===== src/rtl/vga_timing_pkg.sv =====
// vga_timing_pkg: shared VGA raster constants and helpers.
//   - default 640x480@60 porch/sync/active figures
//   - calc_total(): line/frame total from the four region widths
//   - sync_first()/sync_last(): inclusive sync-window bounds
//   - cw_for(): counter width able to hold 0..max(totals)-1
package vga_timing_pkg;

  localparam int unsigned DEF_H_ACTIVE = 640;
  localparam int unsigned DEF_H_FP     = 16;
  localparam int unsigned DEF_H_SYNC   = 96;
  localparam int unsigned DEF_H_BP     = 48;
  localparam int unsigned DEF_V_ACTIVE = 480;
  localparam int unsigned DEF_V_FP     = 10;
  localparam int unsigned DEF_V_SYNC   = 2;
  localparam int unsigned DEF_V_BP     = 33;
  localparam int unsigned DEF_CLK_DIV  = 4;

  function automatic int unsigned calc_total(input int unsigned active, input int unsigned fp,
                                             input int unsigned sync, input int unsigned bp);
    return active + fp + sync + bp;
  endfunction

  function automatic int unsigned sync_first(input int unsigned active, input int unsigned fp);
    return active + fp;
  endfunction

  function automatic int unsigned sync_last(input int unsigned active, input int unsigned fp,
                                            input int unsigned sync);
    return active + fp + sync - 1;
  endfunction

  function automatic int unsigned cw_for(input int unsigned h_total, input int unsigned v_total);
    return $clog2((h_total > v_total) ? h_total : v_total);
  endfunction

  localparam int unsigned DEF_H_TOTAL  = calc_total(DEF_H_ACTIVE, DEF_H_FP, DEF_H_SYNC, DEF_H_BP);
  localparam int unsigned DEF_V_TOTAL  = calc_total(DEF_V_ACTIVE, DEF_V_FP, DEF_V_SYNC, DEF_V_BP);
  localparam int unsigned DEF_HS_FIRST = sync_first(DEF_H_ACTIVE, DEF_H_FP);
  localparam int unsigned DEF_HS_LAST  = sync_last(DEF_H_ACTIVE, DEF_H_FP, DEF_H_SYNC);
  localparam int unsigned DEF_VS_FIRST = sync_first(DEF_V_ACTIVE, DEF_V_FP);
  localparam int unsigned DEF_VS_LAST  = sync_last(DEF_V_ACTIVE, DEF_V_FP, DEF_V_SYNC);
  localparam int unsigned DEF_CW       = cw_for(DEF_H_TOTAL, DEF_V_TOTAL);

endpackage


===== src/rtl/clk_en_div.sv =====
// clk_en_div: clock-enable divider producing a one-cycle strobe every CLK_DIV
// enabled clocks.
//   clk  in  : system clock (rising edge)
//   rst  in  : asynchronous active-high reset
//   en   in  : run enable; low holds the divider and clears tick
//   tick out : registered strobe, high in the cycle after the divider wrapped
//   adv  out : combinational "wraps on this edge" (en && div==CLK_DIV-1), for
//              logic that must update on the same edge tick is registered
module clk_en_div #(
  parameter int unsigned CLK_DIV = 4
) (
  input  logic clk,
  input  logic rst,
  input  logic en,
  output logic tick,
  output logic adv
);

  localparam int unsigned DW = (CLK_DIV > 1) ? $clog2(CLK_DIV) : 1;
  localparam logic [DW-1:0] DIV_LAST = DW'(CLK_DIV - 1);

  if (CLK_DIV < 1) begin : g_bad_div
    $fatal(1, "clk_en_div: CLK_DIV must be at least 1");
  end

  logic [DW-1:0] div;

  assign adv = en && (div == DIV_LAST);

  always_ff @(posedge clk or posedge rst) begin
    if (rst) begin
      div  <= '0;
      tick <= 1'b0;
    end else if (en) begin
      div  <= adv ? '0 : div + DW'(1);
      tick <= adv;
    end else begin
      tick <= 1'b0;
    end
  end

endmodule


===== src/rtl/vga_timing_gen.sv =====
// vga_timing_gen: parametrised VGA raster timing generator.
//   ClkPort    in  : system clock, all logic on rising edge
//   Reset      in  : asynchronous active-high reset (priority over En)
//   En         in  : run enable; low freezes all state, strobes read 0
//   pixTick    out : one-ClkPort pixel-rate strobe
//   hCount     out : pixel column 0..H_TOTAL-1
//   vCount     out : line 0..V_TOTAL-1
//   hSync      out : horizontal sync, active level SYNC_POL
//   vSync      out : vertical sync, active level SYNC_POL
//   bright     out : high inside the visible area
//   lineStart  out : one-cycle pulse when hCount enters 0
//   frameStart out : one-cycle pulse when (hCount,vCount) enters (0,0)
module vga_timing_gen
  import vga_timing_pkg::*;
#(
  parameter int unsigned H_ACTIVE = DEF_H_ACTIVE,
  parameter int unsigned H_FP     = DEF_H_FP,
  parameter int unsigned H_SYNC   = DEF_H_SYNC,
  parameter int unsigned H_BP     = DEF_H_BP,
  parameter int unsigned V_ACTIVE = DEF_V_ACTIVE,
  parameter int unsigned V_FP     = DEF_V_FP,
  parameter int unsigned V_SYNC   = DEF_V_SYNC,
  parameter int unsigned V_BP     = DEF_V_BP,
  parameter int unsigned CLK_DIV  = DEF_CLK_DIV,
  parameter bit          SYNC_POL = 1'b0,
  parameter int unsigned CW       = DEF_CW
) (
  input  logic          ClkPort,
  input  logic          Reset,
  input  logic          En,
  output logic          pixTick,
  output logic [CW-1:0] hCount,
  output logic [CW-1:0] vCount,
  output logic          hSync,
  output logic          vSync,
  output logic          bright,
  output logic          lineStart,
  output logic          frameStart
);

  localparam int unsigned H_TOTAL = calc_total(H_ACTIVE, H_FP, H_SYNC, H_BP);
  localparam int unsigned V_TOTAL = calc_total(V_ACTIVE, V_FP, V_SYNC, V_BP);

  localparam logic [CW-1:0] H_LAST   = CW'(H_TOTAL - 1);
  localparam logic [CW-1:0] V_LAST   = CW'(V_TOTAL - 1);
  localparam logic [CW-1:0] H_VIS    = CW'(H_ACTIVE);
  localparam logic [CW-1:0] V_VIS    = CW'(V_ACTIVE);
  localparam logic [CW-1:0] HS_FIRST = CW'(sync_first(H_ACTIVE, H_FP));
  localparam logic [CW-1:0] HS_LAST  = CW'(sync_last(H_ACTIVE, H_FP, H_SYNC));
  localparam logic [CW-1:0] VS_FIRST = CW'(sync_first(V_ACTIVE, V_FP));
  localparam logic [CW-1:0] VS_LAST  = CW'(sync_last(V_ACTIVE, V_FP, V_SYNC));

  localparam longint unsigned COUNT_CAP = 64'd1 << CW;

  if (COUNT_CAP < 64'(H_TOTAL) || COUNT_CAP < 64'(V_TOTAL)) begin : g_bad_cw
    $fatal(1, "vga_timing_gen: CW too narrow for H_TOTAL/V_TOTAL");
  end
  if (CLK_DIV < 1) begin : g_bad_div
    $fatal(1, "vga_timing_gen: CLK_DIV must be at least 1");
  end
  if (H_FP == 0 || H_SYNC == 0 || H_BP == 0 || V_FP == 0 || V_SYNC == 0 || V_BP == 0) begin : g_bad_porch
    $fatal(1, "vga_timing_gen: porch and sync widths must be non-zero");
  end

  logic adv;

  clk_en_div #(.CLK_DIV(CLK_DIV)) u_pix_div (
    .clk  (ClkPort),
    .rst  (Reset),
    .en   (En),
    .tick (pixTick),
    .adv  (adv)
  );

  logic [CW-1:0] h_next;
  logic [CW-1:0] v_next;
  logic          h_wrap;
  logic          f_wrap;
  logic          hs_next;
  logic          vs_next;
  logic          br_next;

  // Outputs are decoded from the next-state counts and registered on the same
  // edge as the counters, so sync/bright/strobes never lag hCount/vCount.
  always_comb begin
    h_next = hCount;
    v_next = vCount;
    h_wrap = 1'b0;
    f_wrap = 1'b0;
    if (adv) begin
      if (hCount == H_LAST) begin
        h_next = '0;
        h_wrap = 1'b1;
        if (vCount == V_LAST) begin
          v_next = '0;
          f_wrap = 1'b1;
        end else begin
          v_next = vCount + CW'(1);
        end
      end else begin
        h_next = hCount + CW'(1);
      end
    end
    hs_next = ((h_next >= HS_FIRST) && (h_next <= HS_LAST)) ? SYNC_POL : ~SYNC_POL;
    vs_next = ((v_next >= VS_FIRST) && (v_next <= VS_LAST)) ? SYNC_POL : ~SYNC_POL;
    br_next = (h_next < H_VIS) && (v_next < V_VIS);
  end

  always_ff @(posedge ClkPort or posedge Reset) begin
    if (Reset) begin
      hCount     <= '0;
      vCount     <= '0;
      hSync      <= ~SYNC_POL;
      vSync      <= ~SYNC_POL;
      bright     <= 1'b0;
      lineStart  <= 1'b0;
      frameStart <= 1'b0;
    end else if (En) begin
      hCount     <= h_next;
      vCount     <= v_next;
      hSync      <= hs_next;
      vSync      <= vs_next;
      bright     <= br_next;
      lineStart  <= h_wrap;
      frameStart <= f_wrap;
    end else begin
      lineStart  <= 1'b0;
      frameStart <= 1'b0;
    end
  end

endmodule


===== config.mk =====
export PLATFORM = sky130hd
export DESIGN_NAME = vga_timing_gen
export DESIGN_NICKNAME = d
export VERILOG_FILES = /design/src/rtl/vga_timing_pkg.sv /design/src/rtl/clk_en_div.sv /design/src/rtl/vga_timing_gen.sv
export SDC_FILE = /design/constraint.sdc
export NUM_CORES = 1
export LEC_CHECK = 0
export ABC_CLOCK_PERIOD_IN_PS = 3700
export BUFFER_PORTS_ARGS = -buffer_cell sky130_fd_sc_hd__buf_2
export CORE_ASPECT_RATIO = 1.1
export CORE_MARGIN = 2
export CORE_UTILIZATION = 45
export DETAILED_ROUTE_END_ITERATION = 10
export PLACE_DENSITY = 0.67
export SETUP_SLACK_MARGIN = 0.5
export SYNTH_ARGS = -nofsm -noshare
export SYNTH_HDL_FRONTEND = slang
export SYNTH_SLANG_ARGS = --single-unit
export TNS_END_PERCENT = 100

===== constraint.sdc =====
create_clock -name ClkPort -period 3.7 [get_ports ClkPort]
set_clock_uncertainty 0.1 [all_clocks]
set_input_delay 0.555 -clock ClkPort [delete_from_list [all_inputs] [get_ports ClkPort]]
set_output_delay 0.555 -clock ClkPort [all_outputs]
set_load 0.1 [all_outputs]

## Word level (Yosys, flattened, before mapping)

Index checks and enable logic that the tools add are counted.

- Register bits after elaboration: 28
- Latch bits: 0
- Bits in writable memories: 0
- Bits in read-only memories: 0
- Output and inout bits: 26
- Logic and storage cells: 41
- Memories: 0

- $add $sub $neg: 3
- $mul: 0
- Divide/modulo/power cells: 0
- Order comparisons: 6
- Eq/ne operators: 3
- Shifts and indexed selects: 0
- Multiplexer cells: 16
- Bitwise gates (word level): 0
- Reduce and logical (&&, ||, !) cells: 4

Operators with widths:

| kind | count |
|---|---|
| 10-bit 2-to-1 mux | 5 |
| 10-bit by 1-bit adder with 10-bit output, second input constant | 2 |
| 10-bit == test, second input constant | 2 |
| 10-bit >= comparator, second input constant | 1 |
| 10-bit by 9-bit >= comparator with 1-bit output, second input constant | 1 |
| 10-bit less-or-equal comparator, second input constant | 1 |
| 10-bit by 9-bit less-or-equal comparator with 1-bit output, second input constant | 1 |
| 10-bit less-than comparator, second input constant | 1 |
| 10-bit by 9-bit less-than comparator with 1-bit output, second input constant | 1 |
| 1-bit 2-to-1 mux | 10 |
| 1-bit logical AND | 4 |
| 2-bit by 1-bit adder with 2-bit output, second input constant | 1 |
| 2-bit == test, second input constant | 1 |
| 2-bit 2-to-1 mux | 1 |

## Depth between registers and ports, before layout

- Word-level depth: 7
- Mapped depth: 10
- Depth with buffers taken out: 8

## By module

From an unflattened synthesis, not the netlist that was laid out.

- Cells, all modules: 188
- Area total of the unflattened synthesis: 1,702.9 um^2

Modules (own cells, without submodules):

| module | instances | cells an instance | area an instance (um^2) |
|---|---|---|---|
| vga_timing_gen | 1 | 179 | 1,577.8 |
| clk_en_div | 1 | 9 | 125.1 |

## Worst setup path before layout

OpenSTA, ideal clock, no wires.

- Path type: reg2reg
- Start: reg hCount[0]
- End: reg vSync
- Arrival time: 2.663 ns
- Setup slack: 0.854 ns
- Cell stages (with the launch flop): 11
- Path buffers: 2
- Clock period less this slack: 2.846 ns
- Path through: dfrtp_1 -> ha_1 -> and3_1 -> buf_2 -> nand4_4 -> inv_2 -> buf_6 -> and2_1 -> mux2i_1 -> a22oi_1 -> o32a_1

- Word-level cells in the longest chain between the ends: 6

RTL lines:

| item | line | source |
|---|---|---|
| start: declaration | vga_timing_gen.sv:32 | `output logic [CW-1:0] hCount,` |
| start signal: assignment | vga_timing_gen.sv:119 | `hCount <= h_next;` |
| 10-bit == test * | vga_timing_gen.sv:91 | `if (hCount == H_LAST) begin` |
| 10-bit 2-to-1 mux * | vga_timing_gen.sv:91 |  |
| 10-bit 2-to-1 mux * | vga_timing_gen.sv:90 | `if (adv) begin` |
| 10-bit by 9-bit >= comparator with 1-bit output or 10-bit by 9-bit less-or-equal comparator with 1-bit output (tied branches) | vga_timing_gen.sv:105 | `vs_next = ((v_next >= VS_FIRST) && (v_next <= VS_LAST)) ? SYNC_POL : ~SYNC_POL;` |
| 1-bit logical AND * | vga_timing_gen.sv:105 |  |
| 1-bit 2-to-1 mux * | vga_timing_gen.sv:105 |  |
| end signal: assignment | vga_timing_gen.sv:114 | `vSync <= ~SYNC_POL;` |
| end signal: assignment | vga_timing_gen.sv:122 | `vSync <= vs_next;` |
| end: declaration | vga_timing_gen.sv:35 | `output logic vSync,` |

Mark *: on every way between the ends. The rest lies on a longest branch, timed or not.
A chain may end at the register's enable or synchronous reset.

## Worst setup path after layout

Same ends and word-level chain as after synthesis.

==> flow_metrics.py <==
metrics = {
    "run_status": {
        "status": "finished, final reports clean",
    },
    "global_route": {
        "grtUsageTotal_pct": 17.7,
        "grt_pass1_vias": 1255,
        "grt_pass1_wl_mm": 5.53,
        "grt-ovfl-total": 0,
        "grt_max_degree": 29,
        "antenna_found_initial": 0,
    },
    "synth": {
        "yosysSeqAreaShare_pct": 43.3,
        "synth_area_sq_um": 1620,
        "syn_area_per_cell_sq_um": 9.90,
        "synth-async-reset-ratio_pct": 100,
        "synth.distinct_cells": 53,
        "synth_seq_cells": 28,
        "synth_edf_count": 0,
        "synthFlopType": "dfrtp_1",
        "synth_cells": 164,
        "yosysWarnings": 0,
        "synth_nets": 171,
    },
    "timing": {
        "rsz0062_at_grt": "no",
        "fin_crit_ns": 2.47,
        "drv_slew": 0,
        "fin_crit_sh_pct": 66.7,
        "worst_hold_slack_ns": 0.356,
        "fin_setup_tns_ns": 0,
        "tightest_slew_ns": 1.05,
        "setup_viol": 0,
        "slew_headroom_pct": 29.7,
        "clock.fmax_ghz": 0.405,
        "final_hold_viol_count": 0,
    },
    "run": {
        "maxCapViolCount": 0,
    },
    "drt": {
        "vias_per_cell": 5.62,
        "initialDrtViolationCount": 76,
        "via_count": 1337,
        "first_pass_iters": 4,
        "ant_nets": 0,
        "routedWlPerCell_microns": 13.9,
        "wl_mm": 3.31,
        "drc": 0,
    },
    "clock_network": {
        "clkTransAtPathRegs_ns": 0.14,
        "cts_resized": 0,
        "cts_tree": "built",
        "cts_setup_buffers": 0,
        "clock_path_buffers": 2,
        "cts_hold_buf": 0,
        "root_buffer": "clkbuf_4",
        "numCtsBuffers": 3,
        "clk_latency_ns": 0.33,
        "cts-htree-levels": 1,
        "cts_sinks": 28,
    },
    "layout": {
        "drive_gt1_share_pct": 26.8,
        "n_antenna_cell": 0,
        "area_growth_pct": 11.6,
        "nNetsFinal": 198,
        "reg_top3": "hCount: 10 flops, vCount: 10 flops, u_pix_div.div: 2 flops",
        "layout_common_cells": "28 x buf_2, 26 x dfrtp_1, 20 x nand2_1",
        "layout_commonest_cell": "buf_2",
        "final_core_util_pct": 53.5,
        "nFillCells": 325,
    },
    "worst_setup_path": {
        "cp_max_fo": 13,
        "criticalPathCategory": "register to register",
        "endpoint_kind": "register",
        "critPathLaunchType": "register",
        "cp.arrival_ns": 2.64,
        "required_ns": 3.87,
    },
    "floorplanning": {
        "rows": 22,
        "core_sq_um": 3390,
        "die_h_microns": 67.0,
        "die_w_microns": 61.3,
        "initial_utilization_pct": 48.0,
        "io_pins": 29,
        "die-area_sq_um": 4110,
    },
    "power": {
        "p_leak_nw": 0.831,
        "ir_worst_vdd_mv": 0.236,
        "p_per_area_nw_per_um2": 430,
    },
    "placed_design": {
        "port_buffers": 28,
        "gp_congestion": 0.906,
        "post-dp-hpwl_mm": 2.47,
    },
    "worst_hold_path": {
        "hp-class": "input port to async pin",
    },
}
[critical path: stages, from the launching register on]
cell and delay, ns:
dfrtp_1 0.44, ha_1 0.20, and3_1 0.32, nand4_4 0.25, inv_2 0.25, nand3_1 0.10, o21ai_1 0.10, or3b_1 0.36
o32a_1 0.28
[where the power goes]
group	switching (mW)	total (mW)	internal [mW]	leakage, nW
registers	0.0325	0.371	0.338	0.356
clock network	0.0898	0.150	0.0603	0.0210
logic	0.206	0.258	0.0527	0.454
[routing by layer]
metal / GRT usage [%] / vias up / part of all wire (%)
li1: - / 645 / -
met1: 22.1 / 657 / 45
met5: 0 / - / 0
met4: 4.35 / 0 / 0.45
met3: 2.91 / 2 / 3.8
met2: 31.1 / 33 / 51
[stage by stage]
step	area [sq um]	instances	setup slack [ns]	power, mW
4_1_cts	1810	238	1.23	0.786
3_3_place_gp	1780	234	1.12	0.626
5_1_grt	1810	238	1.02	0.818
3_5_place_dp	1780	234	1.03	0.638
6_report	1810	238	1.23	0.779
2_1_floorplan	1620	164	0.854	0.588
[cells by family (layout without fill, tap and decap cells)]
family	Yosys count	count (layout)	share of synthesized area (%)
buf+inv	16	42	5.24
xor+xnor	10	10	5.86
simple gates	73	73	26.2
mux	4	4	2.70
fa+ha+maj	4	4	3.08
flops	28	28	43.3
compound gates	29	29	13.6
[path summary, 6_finish.rpt]
| kind | startpoint | to | slack (ns) | cells after the start |
|---|---|---|---|---|
| setup / recovery | hCount[0] | vSync | 1.23 | 8 |
| hold / removal | Reset | vCount[3] | 0.36 | 2 |
| setup reg to reg | hCount[0] | vSync | 1.23 | 8 |
| max in group asynchronous | Reset | vCount[4] | 2.51 | 2 |
| hold reg to reg | hSync | hSync | 0.40 | 2 |
| min in group ClkPort | hSync | hSync | 0.40 | 2 |
[cell type report]
type	instances	area (sq um)	area share, %
tap	48	60.1	3.31
sequential	28	703	38.8
clock buffer	4	36.3	2.00
multi-input combinational	120	836	46.1
timing repair buffer	28	140	7.73
inverter	10	37.5	2.07
[Yosys cell counts (2+ instances only)]
library cell	number	area, sq um
inv_1	8	30.0
mux2_2	3	33.8
inv_2	2	7.51
and2_1	3	18.8
buf_6	2	22.5
or3_1	3	18.8
and4_1	2	17.5
and3_1	2	12.5
nand2_1	20	75.1
nand3_1	10	50.1
ha_1	4	50.1
xor2_1	2	17.5
nor3_1	6	30.0
a21oi_1	6	30.0
nand4_1	4	25.0
o21ai_1	2	10.0
o21ai_0	6	30.0
dfstp_2	2	52.6
o211ai_1	2	15.0
nor2_1	10	37.5
xnor2_1	7	61.3
dfrtp_1	26	651
buf_4	2	15.0
No activity file was read; power rests on OpenSTA's default activity.
